**src/rtl/serial_bus_pkg.sv**
```systemverilog
// Shared types and helpers for the serial-bus slave port: FSM state encoding,
// bit-counter sizing and the even-parity helper used by the optional parity
// mode (SLAVE_PORT_PARITY_EN).
package serial_bus_pkg;

    typedef enum logic [2:0] {
        IDLE      = 3'd0,
        RX_WR     = 3'd1,
        RX_RD     = 3'd2,
        WAIT_DATA = 3'd3,
        RESP      = 3'd4
    } sbus_state_e;

    // Widest vector the parity helper accepts; callers zero-extend into it.
    localparam int unsigned PARITY_MAX_WIDTH = 64;

    // Counter width able to hold every value 0..max_len.
    function automatic int unsigned bit_cnt_width(input int unsigned max_len);
        return $clog2(max_len + 32'd1);
    endfunction

    // Even-parity bit: the value that makes the total number of ones even.
    function automatic logic even_parity(input logic [PARITY_MAX_WIDTH-1:0] vec);
        return ^vec;
    endfunction

endpackage

```
**src/rtl/sbus_shift_reg.sv**
```systemverilog
// MSB-first shift register with parallel load. Load wins over shift; the
// serial input enters at bit 0 so the first bit shifted in ends up as MSB.
module sbus_shift_reg #(
    parameter int WIDTH = 8
) (
    input  logic             clk,
    input  logic             rst,
    input  logic             load,
    input  logic [WIDTH-1:0] load_data,
    input  logic             shift_en,
    input  logic             serial_in,
    output logic [WIDTH-1:0] q
);

    logic [WIDTH-1:0] q_r;

    // Shift/load register; cleared by reset so no stale bits leak out.
    always_ff @(posedge clk) begin
        if (rst) begin
            q_r <= {WIDTH{1'b0}};
        end else if (load) begin
            q_r <= load_data;
        end else if (shift_en) begin
            q_r <= {q_r[WIDTH-2:0], serial_in};
        end else begin
            q_r <= q_r;
        end
    end

    assign q = q_r;

endmodule

```
**src/rtl/slave_port_param.sv**
```systemverilog
// Parametrised bit-serial bus slave port with base/mask address decode,
// frame-abort detection and a stallable serial read response.
// Optional feature: define SLAVE_PORT_PARITY_EN to add an even-parity bit to
// write frames, read frames and read responses.
module slave_port_param
    import serial_bus_pkg::*;
#(
    parameter int                    ADDR_WIDTH = 12,
    parameter int                    DATA_WIDTH = 8,
    parameter logic [ADDR_WIDTH-1:0] BASE_ADDR  = 12'h800,
    parameter logic [ADDR_WIDTH-1:0] ADDR_MASK  = 12'hF00
) (
    input  logic                  clk,
    input  logic                  rst,
    input  logic                  write_enable,
    input  logic                  read_enable,
    input  logic                  m_valid,
    input  logic                  rx_address,
    input  logic                  rx_data,
    input  logic                  m_ready,
    input  logic [DATA_WIDTH-1:0] data_input,
    input  logic                  data_input_valid,
    output logic                  s_ready,
    output logic                  s_valid,
    output logic                  tx_data,
    output logic [ADDR_WIDTH-1:0] address,
    output logic [DATA_WIDTH-1:0] data,
    output logic                  wr_strobe,
    output logic                  rd_req,
    output logic                  frame_err
);

`ifdef SLAVE_PORT_PARITY_EN
    localparam int PAR_BITS = 1;
`else
    localparam int PAR_BITS = 0;
`endif

    localparam int FRAME_LEN = (ADDR_WIDTH > DATA_WIDTH) ? ADDR_WIDTH : DATA_WIDTH;
    localparam int CNT_W     = int'(bit_cnt_width(FRAME_LEN + PAR_BITS));
    localparam int TX_W      = DATA_WIDTH + PAR_BITS;

    localparam logic [CNT_W-1:0] WR_LAST  = CNT_W'(FRAME_LEN - 1 + PAR_BITS);
    localparam logic [CNT_W-1:0] RD_LAST  = CNT_W'(ADDR_WIDTH - 1 + PAR_BITS);
    localparam logic [CNT_W-1:0] TX_LAST  = CNT_W'(TX_W - 1);
    localparam logic [CNT_W-1:0] ADDR_CNT = CNT_W'(ADDR_WIDTH);
    localparam logic [CNT_W-1:0] DATA_CNT = CNT_W'(DATA_WIDTH);
    localparam logic [CNT_W-1:0] CNT_ONE  = CNT_W'(1);

    sbus_state_e            state_r, state_next_s;
    logic [CNT_W-1:0]       cnt_r, cnt_next_s;

    logic [ADDR_WIDTH-1:0]  addr_q_s, addr_next_s;
    logic [DATA_WIDTH-1:0]  data_q_s, data_next_s;
    logic [TX_W-1:0]        tx_q_s, tx_load_data_s;

    logic addr_shift_s, data_shift_s, tx_load_s, tx_shift_s;
    logic decode_hit_s, par_addr_ok_s, par_data_ok_s;
    logic wr_strobe_next_s, rd_req_next_s, frame_err_next_s;
    logic addr_commit_s, data_commit_s;

    logic                  s_ready_r, s_valid_r, wr_strobe_r, rd_req_r, frame_err_r;
    logic [ADDR_WIDTH-1:0] address_r;
    logic [DATA_WIDTH-1:0] data_r;

    sbus_shift_reg #(.WIDTH(ADDR_WIDTH)) u_addr_rx (
        .clk       (clk),
        .rst       (rst),
        .load      (1'b0),
        .load_data ({ADDR_WIDTH{1'b0}}),
        .shift_en  (addr_shift_s),
        .serial_in (rx_address),
        .q         (addr_q_s)
    );

    sbus_shift_reg #(.WIDTH(DATA_WIDTH)) u_data_rx (
        .clk       (clk),
        .rst       (rst),
        .load      (1'b0),
        .load_data ({DATA_WIDTH{1'b0}}),
        .shift_en  (data_shift_s),
        .serial_in (rx_data),
        .q         (data_q_s)
    );

    // Zeros shift in behind the response, so the register drains to 0 and
    // tx_data idles low once a response completes.
    sbus_shift_reg #(.WIDTH(TX_W)) u_data_tx (
        .clk       (clk),
        .rst       (rst),
        .load      (tx_load_s),
        .load_data (tx_load_data_s),
        .shift_en  (tx_shift_s),
        .serial_in (1'b0),
        .q         (tx_q_s)
    );

    // Value the rx registers will hold after this edge; the decode on the
    // final bit edge must see the complete address including that bit.
    assign addr_next_s  = addr_shift_s ? {addr_q_s[ADDR_WIDTH-2:0], rx_address} : addr_q_s;
    assign data_next_s  = data_shift_s ? {data_q_s[DATA_WIDTH-2:0], rx_data} : data_q_s;
    assign decode_hit_s = ((addr_next_s & ADDR_MASK) == (BASE_ADDR & ADDR_MASK));

`ifdef SLAVE_PORT_PARITY_EN
    // The parity cycle follows the last payload bit, so the rx registers are
    // already complete when it is checked.
    assign par_addr_ok_s  = (rx_address == even_parity(PARITY_MAX_WIDTH'(addr_q_s)));
    assign par_data_ok_s  = (rx_data == even_parity(PARITY_MAX_WIDTH'(data_q_s)));
    assign tx_load_data_s = {data_input, even_parity(PARITY_MAX_WIDTH'(data_input))};
`else
    assign par_addr_ok_s  = 1'b1;
    assign par_data_ok_s  = 1'b1;
    assign tx_load_data_s = data_input;
`endif

    // FSM state and bit counter.
    always_ff @(posedge clk) begin
        if (rst) begin
            state_r <= IDLE;
            cnt_r   <= {CNT_W{1'b0}};
        end else begin
            state_r <= state_next_s;
            cnt_r   <= cnt_next_s;
        end
    end

    // Next-state, counter, shift controls and next values of pulse outputs.
    always_comb begin
        state_next_s     = state_r;
        cnt_next_s       = cnt_r;
        addr_shift_s     = 1'b0;
        data_shift_s     = 1'b0;
        tx_load_s        = 1'b0;
        tx_shift_s       = 1'b0;
        wr_strobe_next_s = 1'b0;
        rd_req_next_s    = 1'b0;
        frame_err_next_s = 1'b0;
        addr_commit_s    = 1'b0;
        data_commit_s    = 1'b0;

        case (state_r)
            IDLE: begin
                if (write_enable && read_enable) begin
                    frame_err_next_s = 1'b1;
                end else if (m_valid && write_enable) begin
                    addr_shift_s = 1'b1;
                    data_shift_s = 1'b1;
                    cnt_next_s   = CNT_ONE;
                    state_next_s = RX_WR;
                end else if (m_valid && read_enable) begin
                    addr_shift_s = 1'b1;
                    cnt_next_s   = CNT_ONE;
                    state_next_s = RX_RD;
                end else begin
                    cnt_next_s = {CNT_W{1'b0}};
                end
            end

            RX_WR: begin
                if (!m_valid) begin
                    frame_err_next_s = 1'b1;
                    state_next_s     = IDLE;
                end else begin
                    addr_shift_s = (cnt_r < ADDR_CNT);
                    data_shift_s = (cnt_r < DATA_CNT);
                    if (cnt_r == WR_LAST) begin
                        state_next_s = IDLE;
                        if (!(par_addr_ok_s && par_data_ok_s)) begin
                            frame_err_next_s = 1'b1;
                        end else if (decode_hit_s) begin
                            addr_commit_s    = 1'b1;
                            data_commit_s    = 1'b1;
                            wr_strobe_next_s = 1'b1;
                        end else begin
                            wr_strobe_next_s = 1'b0;
                        end
                    end else begin
                        cnt_next_s = cnt_r + CNT_ONE;
                    end
                end
            end

            RX_RD: begin
                if (!m_valid) begin
                    frame_err_next_s = 1'b1;
                    state_next_s     = IDLE;
                end else begin
                    addr_shift_s = (cnt_r < ADDR_CNT);
                    if (cnt_r == RD_LAST) begin
                        if (!par_addr_ok_s) begin
                            frame_err_next_s = 1'b1;
                            state_next_s     = IDLE;
                        end else if (decode_hit_s) begin
                            addr_commit_s = 1'b1;
                            rd_req_next_s = 1'b1;
                            state_next_s  = WAIT_DATA;
                        end else begin
                            state_next_s = IDLE;
                        end
                    end else begin
                        cnt_next_s = cnt_r + CNT_ONE;
                    end
                end
            end

            WAIT_DATA: begin
                if (data_input_valid) begin
                    tx_load_s    = 1'b1;
                    cnt_next_s   = {CNT_W{1'b0}};
                    state_next_s = RESP;
                end else begin
                    state_next_s = WAIT_DATA;
                end
            end

            RESP: begin
                if (m_ready) begin
                    tx_shift_s = 1'b1;
                    if (cnt_r == TX_LAST) begin
                        cnt_next_s   = {CNT_W{1'b0}};
                        state_next_s = IDLE;
                    end else begin
                        cnt_next_s = cnt_r + CNT_ONE;
                    end
                end else begin
                    tx_shift_s = 1'b0;
                end
            end

            default: begin
                state_next_s = IDLE;
                cnt_next_s   = {CNT_W{1'b0}};
            end
        endcase
    end

    // Registered outputs; handshake flags follow the upcoming state.
    always_ff @(posedge clk) begin
        if (rst) begin
            s_ready_r   <= 1'b0;
            s_valid_r   <= 1'b0;
            wr_strobe_r <= 1'b0;
            rd_req_r    <= 1'b0;
            frame_err_r <= 1'b0;
            address_r   <= {ADDR_WIDTH{1'b0}};
            data_r      <= {DATA_WIDTH{1'b0}};
        end else begin
            s_ready_r   <= (state_next_s == IDLE);
            s_valid_r   <= (state_next_s == RESP);
            wr_strobe_r <= wr_strobe_next_s;
            rd_req_r    <= rd_req_next_s;
            frame_err_r <= frame_err_next_s;
            if (addr_commit_s) begin
                address_r <= addr_next_s;
            end else begin
                address_r <= address_r;
            end
            if (data_commit_s) begin
                data_r <= data_next_s;
            end else begin
                data_r <= data_r;
            end
        end
    end

    assign s_ready   = s_ready_r;
    assign s_valid   = s_valid_r;
    assign tx_data   = tx_q_s[TX_W-1];
    assign address   = address_r;
    assign data      = data_r;
    assign wr_strobe = wr_strobe_r;
    assign rd_req    = rd_req_r;
    assign frame_err = frame_err_r;

endmodule

```
**config.mk**
```make
export PLATFORM = sky130hd
export DESIGN_NAME = slave_port_param
export DESIGN_NICKNAME = d
export VERILOG_FILES = /design/src/rtl/serial_bus_pkg.sv /design/src/rtl/sbus_shift_reg.sv /design/src/rtl/slave_port_param.sv
export SDC_FILE = /design/constraint.sdc
export NUM_CORES = 1
export LEC_CHECK = 0
export BUFFER_PORTS_ARGS = -buffer_cell sky130_fd_sc_hd__buf_2
export CORE_AREA = 8 8 64 121
export DETAILED_ROUTE_END_ITERATION = 7
export DIE_AREA = 0 0 72 129
export GPL_TIMING_DRIVEN = 0
export PLACE_DENSITY = 0.69
export REMOVE_ABC_BUFFERS = 1
export SETUP_SLACK_MARGIN = 0.05
export SYNTH_ARGS = -nofsm -noshare
export SYNTH_HDL_FRONTEND = slang
export SYNTH_HIERARCHICAL = 1
export SYNTH_SLANG_ARGS = --single-unit
```
**constraint.sdc**
```tcl
create_clock -name clk -period 1.94 [get_ports clk]
set_input_delay 0.388 -clock clk [delete_from_list [all_inputs] [get_ports clk]]
set_output_delay 0.388 -clock clk [all_outputs]
set_load 0.02 [all_outputs]
```
==> results of run 1 <==
==> cells in the final DEF, fill, tap and decap left out, types with 5 or more instances in the layout <==
cell and instances:
a21oi_1 5, nor3b_1 5, mux2i_1 44, a211oi_2 18, nor2_1 17, nor2b_1 36, conb_1 34, a211oi_1 26
clkbuf_16 9, buf_2 42, a31oi_1 9, buf_4 10, dfxtp_1 55
==> power breakdown <==
part | internal, mW | switching, mW | leakage [nW]
Combinational | 0.181 | 0.193 | 1.00
Sequential | 1.27 | 0.0426 | 0.493
Clock | 0.966 | 0.516 | 0.140
==> cell families after synthesis <==
kind of cell	share of synthesized area
adder cells (fa/ha/maj)	0.00420
buffers and inverters	0.0525
multiplexers	0.159
other	0.00126
AO/OA/AOI/OAI	0.201
XOR/XNOR	0.00588
AND/OR/NAND/NOR	0.173
flip-flops	0.403
==> cell type report <==
cell class,instances,area share
multi-input cells,243,0.486
flip-flops and latches,60,0.312
repair buffers,57,0.0923
clock buffers,15,0.0714
well taps,86,0.0277
inverters,7,0.00837
clock inverters,1,0.00129
==> worst max path at each step <==
stage                 start              to  slack [ns]  cells after the start
6_report         state_r[0]  u_addr_rx/q[2]       -0.08                      7
5_1_grt          state_r[0]  u_addr_rx/q[7]       -0.13                      7
4_1_cts          state_r[2]       wr_strobe       -0.06                      5
3_5_place_dp       cnt_r[0]      address[7]       -1.08                      6
3_3_place_gp   write_enable  u_data_rx/q[0]       -0.98                      6
2_1_floorplan    state_r[0]  u_data_rx/q[0]       -0.47                      5
==> registers in the layout, indices dropped and copies added (netlist names) <==
name         cells
address         12
cnt_r            4
data             8
frame_err        1
rd_req           1
s_ready          1
s_valid          1
state_r          3
u_addr_rx/q     12
u_data_rx/q      8
u_data_tx/q      8
wr_strobe        1
==> stage by stage <==
step | worst slack (ns) | util
final | -0.0785 | 0.626
after global routing | -0.135 | 0.626
after CTS | -0.0617 | 0.611
after detailed placement | -1.08 | 0.531
after global placement | -0.976 | 0.531
after floorplan | -0.469 | -
==> cell usage after synthesis, types with 2 or more instances <==
master	number	share of area
nand3_1	3	0.0050
buf_2	2	0.0034
and4b_1	3	0.010
a31oi_1	9	0.019
nor3_1	2	0.0034
and3b_1	2	0.0059
nand2b_1	2	0.0042
xnor2_1	2	0.0059
clkbuf_1	10	0.013
nor3b_1	5	0.013
buf_1	4	0.0050
nor2_1	18	0.023
a211oi_2	18	0.076
nand2_1	3	0.0038
o21ai_0	4	0.0067
mux2i_1	46	0.15
a211oi_1	26	0.065
inv_2	2	0.0025
a21oi_1	5	0.0084
buf_6	6	0.023
inv_1	5	0.0063
dfxtp_1	60	0.40
nor2b_1	36	0.076
==> timing repair <==
| action | in CTS | in global routing |
|---|---|---|
| setup buffers | 12 | 3 |
| gates cloned | 2 | 2 |
| pin swaps | 7 | 16 |
| gates resized for setup | 24 | 12 |
| endpoints found under the setup margin | 57 | 46 |
==> layer usage <==
metal / track usage / share of wire
met5: 0 / 0
met2: 0.254 / 0.53
met3: 0.0499 / 0.051
met4: 0.0788 / 0.022
met1: 0.157 / 0.40
==> critical path: stages (launching register included) <==
cell	delay, ns
dfxtp_4	0.37
or4b_4	0.52
o32a_4	0.24
buf_12	0.14
clkinvlp_4	0.11
buf_12	0.14
mux2i_1	0.23
a211oi_2	0.09
==> flow_metrics.tcl, run 1 <==
set metrics [dict create \
    yosysWarnings 6 \
    htreeDepth 3 \
    r2r_slack_ns -0.08 \
    total_power_mw 3.17 \
    hp-start "data_input[6]" \
    power.density_nw_per_um2 816 \
    areaGrowthSynthToFinish_pct 30.4 \
    routedWlPerCell_um 14.7 \
    antenna_found_initial 0 \
    violations "negative setup slack" \
    drt-initial-drc-count 154 \
    setup_slack_ns -0.0785 \
    finalNonFillerCells 469 \
    tns_ns -0.900 \
    wl_mm 6.91 \
    pin_count 43 \
    critical_path_class "reg -> reg" \
    maxSlewViolCount 0 \
    drive_gt1_frac 0.316 \
    yosysSeqAreaShare 0.403 \
    finalCriticalPeriod_ns 2.02 \
    cts_sinks 60 \
    diodes 0 \
    seq_area_um2 1210 \
    synth_flop_cell "dfxtp_1" \
    cts-buffers-inserted 9 \
    fp-row-count 41 \
    synth-seq-cells 60 \
    coreArea_um2 6210 \
    drt-pass1-iter-count 4 \
    drc 0 \
    path_clk_slew_ns 0.05 \
    skew_ns 0.00409 \
    cts_tree "yes" \
    grt_pass1_wl_mm 11.1 \
    power.leakage_nw 1.63 \
    async_reset_ff_frac 0 \
    fmaxAchievable_mhz 495 \
    grtUsageTotal 0.149 \
    rsz0062_at_grt "true" \
    die_x_um 72 \
    dpl.cell_count 434 \
    outcome "finished with violations" \
    start_util 0.480 \
    final_nets 396 \
    dr_total_vias 2452 \
    worstMarginPinSlew_ns 1.22 \
    slew_headroom 0.188 \
    synthesis.area_um2 2980 \
    fin_area_um2 3890 \
    place_hpwl_mm 4.18 \
    worstPathRequired_ns 2.10 \
    grt_max_degree 61 \
    reg2reg_from "state_r[0]" \
    synth_edf_count 0 \
    finalHoldViolations 0 \
    critPathArrivalTime_ns 2.18 \
    startpoint_type "flip-flop" \
    ant_nets 0 \
    fin_hold_ws_ns 0.366 \
    die_height_um 129 \
    r2r_cells 7 \
    cp_max_fo 8 \
    grt_pass1_vias 2387 \
    hold_depth 3 \
    cts_buffer_depth 2 \
    multi_input_area_um2 1890 \
    die-area_um2 9290 \
    syn_avg_cell_area_um2 10.1 \
    ctsHoldBuffers 0 \
    endpoint_kind "flip-flop" \
    clock-root-buffer "clkbuf_16" \
    hold_class "in -> reg" \
    place_congestion 0.783 \
    r2r_end "u_addr_rx/q[2]" \
    fin_crit_sh 1.04 \
    min_to "u_data_tx/q[6]" \
    syn_inst 295 \
    fillerInstances 524 \
    yosys.cell_types.count 45 \
    io_buffers 42 \
    grt_overflow 0 \
    ir_worst_vdd_uv 676 \
    cap_violations 0 \
    placed_area_um2 3290 \
    setup_viol 22 \
    worstSkewPairLatency_ns 0.33 \
    vias_per_cell 5.23 \
]
Note: power is estimated with default switching activity, not from simulation.
==> inputs of run 2 (changes only) <==
ABC_AREA = 1   (was unset)
CORE_AREA = 8 8 68 128   (was 8 8 64 121)
DIE_AREA = 0 0 76 136   (was 0 0 72 129)
PLACE_DENSITY = 0.68   (was 0.69)
==> run 2 against run 1 <==
  * The run now ends clean
  * Hold slack got worse by 0.0065 ns
  * Flip-flop and latch count did not move
  * Clock skew rose by 0.0017 ns
  * Area after synthesis rose by 14%
  * First-iteration DRC count rose by 21%
  * Utilization fell by 4.7 points
  * Global-route usage fell by 0.14 points
  * Wire length rose by 6.6%
  * Worst setup slack improved by 0.31 ns
  * Die area rose by 11%
  * Sequential share of layout area fell by 1.9 points
  * Critical endpoint is now address[0]
  * Largest cell class unchanged
  * Largest power group unchanged
==> flow_metrics.tcl, run 2 <==
set metrics [dict create \
    outcome "complete, no violations" \
    p_int_mw 2.32 \
    comb_power_share 0.119 \
    endpoint_kind "flip-flop" \
    drt-initial-drc-count 187 \
    finalNonFillerCells 696 \
    routedWlPerCell_um 10.6 \
    antenna_found_initial 0 \
    crit_slowest_cell "dfxtp_2" \
    synthTopCellsByArea "dfxtp_1, nand2_1, inv_1" \
    synthesis.area_um2 3410 \
    worstPathRequired_ns 2.20 \
    slew_headroom 0.567 \
    worstSkewPairLatency_ns 0.33 \
    cts_sinks 60 \
    swShare 0.254 \
    total_power_mw 3.11 \
    power.density_nw_per_um2 755 \
    grt_overflow 0 \
    setup_viol 0 \
    maxSlewViolCount 0 \
    ant_nets 0 \
    pin_count 43 \
    dpl.cell_count 674 \
    die_height_um 136 \
    synth.most_common_cell "nand2_1" \
    seq_area_um2 1200 \
    power.switching_mw 0.788 \
    wl_mm 7.36 \
    drive_gt1_frac 0.177 \
    place_congestion 0.833 \
    yosysWarnings 6 \
    cp_max_fo 20 \
    areaGrowthSynthToFinish_pct 20.5 \
    diodes 0 \
    power.leakage_nw 2.14 \
    yosysSeqAreaShare 0.352 \
    syn_avg_cell_area_um2 6.46 \
    syn_inst 528 \
    critPathMaxStageDelay_ns 0.35 \
    drc 0 \
    place_hpwl_mm 5.08 \
    grt_pass1_wl_mm 12.7 \
    grtUsageTotal 0.148 \
    ys_top_cells_by_count "nand2_1, inv_1, nand3_1" \
    critPathArrivalTime_ns 1.97 \
    yosys.cell_types.count 32 \
    clock-root-buffer "clkbuf_16" \
    critical_path_class "reg -> reg" \
    grt_pass1_vias 2832 \
    ir_worst_vdd_uv 513 \
    finalHoldViolations 0 \
    crit_chain "nand2_2 -> nand2_2 -> nor2_4 -> nand2_4 -> nand2_8 -> nand2_4 -> nand2_8 -> nand4_2 -> nand2_1 -> inv_1 -> nor2_1" \
    final_nets 618 \
    cap_violations 0 \
    fin_hold_ws_ns 0.360 \
    synth_flop_cell "dfxtp_1" \
    cts-buffers-inserted 9 \
    final_core_util 0.579 \
    yosysTopAreaCell "dfxtp_1" \
    die-area_um2 10300 \
    htreeDepth 3 \
    synth_edf_count 0 \
    mostFrequentLayoutCells "nand2_1, inv_1, nand3_1" \
    cts_tree "yes" \
    clock_power_share 0.460 \
    startpoint_type "flip-flop" \
    worstMarginPinSlew_ns 0.649 \
    fillerInstances 702 \
    hold_class "in -> reg" \
    synth-seq-cells 60 \
    coreArea_um2 7100 \
    start_util 0.481 \
    grt_max_degree 23 \
    dr_total_vias 3165 \
    layout_commonest_cell "nand2_1" \
    io_buffers 42 \
    async_reset_ff_frac 0 \
    fp-row-count 44 \
    cts_buffer_depth 2 \
    drt-pass1-iter-count 6 \
    finalCriticalPeriod_ns 1.71 \
    path_clk_slew_ns 0.05 \
    rsz0062_at_grt "false" \
    vias_per_cell 4.55 \
    multi_input_area_um2 1890 \
    power.share.sequential 0.421 \
    yosys.area.top_type_share 0.352 \
    die_x_um 76 \
    skew_ns 0.00575 \
    fmaxAchievable_mhz 586 \
    fin_crit_sh 0.879 \
]
run 2: changes by cell type after synthesis, moves of 26 or more:
cell	previous run	this run
nor2b_1	36	0
inv_1	5	95
mux2i_1	46	0
nand2_1	3	172
a211oi_1	26	0
nand3_1	3	68
run 2: kinds of logic after synthesis:
logic type               after synthesis  synth area share
flip-flops                            60             0.352
XOR/XNOR                               1           0.00257
other                                  1           0.00110
adder cells (fa/ha/maj)                1           0.00367
buffers and inverters                116             0.145
AND/OR/NAND/NOR                      327             0.457
AO/OA/AOI/OAI                         22            0.0385
run 2: repair_timing:
item	in CTS	in global routing
resized for setup	3	12
pin swaps	1	2
setup buffers	2	3
setup endpoints to repair	16	50
hold buffers	0	0
cloned	0	2
run 2: area by class of cell:
cell class	count	area share
clock buffers	13	0.0633
clock inverters	2	0.00243
inverters	102	0.0931
multi-input cells	380	0.460
flip-flops and latches	60	0.293
well taps	92	0.0280
repair buffers	47	0.0602
run 2: through the flow:
step | cell area [µm²] | setup slack, ns | TNS [ns]
final | 4110 | 0.234 | 0
after detailed placement | 3730 | -0.0396 | -0.183
after global routing | 4110 | 0.0726 | 0
after global placement | 3720 | -0.720 | -6.95
after floorplan | 3400 | -0.161 | -1.07
after CTS | 4030 | 0.0501 | 0
run 2: final timing paths:
check / start / endpoint / slack, ns / cells past startpoint
setup / recovery: state_r[1] / address[0] / 0.23 / 11
hold / removal: data_input[3] / u_data_tx/q[3] / 0.36 / 5
setup reg to reg: state_r[1] / address[0] / 0.23 / 11
hold reg to reg: address[9] / address[9] / 0.45 / 2
run 2: worst max-delay path, delay by kind of cell (launching register included):
family                 cells  cell delay [ns]
buffers and inverters      1             0.04
DFF                        1             0.35
and+or+nand+nor           10             1.25
run 2: metal layers:
metal  vias up  track usage  share of wire
met4         0       0.0780          0.011
met2        61        0.232           0.46
met3         7       0.0444          0.054
met5         -            0              0
li1       1747            -              -
met1      1350        0.177           0.47
run 2: power by group through the flow:
stage | combinational (mW) | sequential, mW | clock, mW
6_report | 0.369 | 1.31 | 1.43
5_1_grt | 0.424 | 1.31 | 1.51
4_1_cts | 0.340 | 1.31 | 1.47
3_5_place_dp | 0.337 | 1.33 | 0
3_3_place_gp | 0.336 | 1.33 | 0
2_1_floorplan | 0.257 | 1.33 | 0
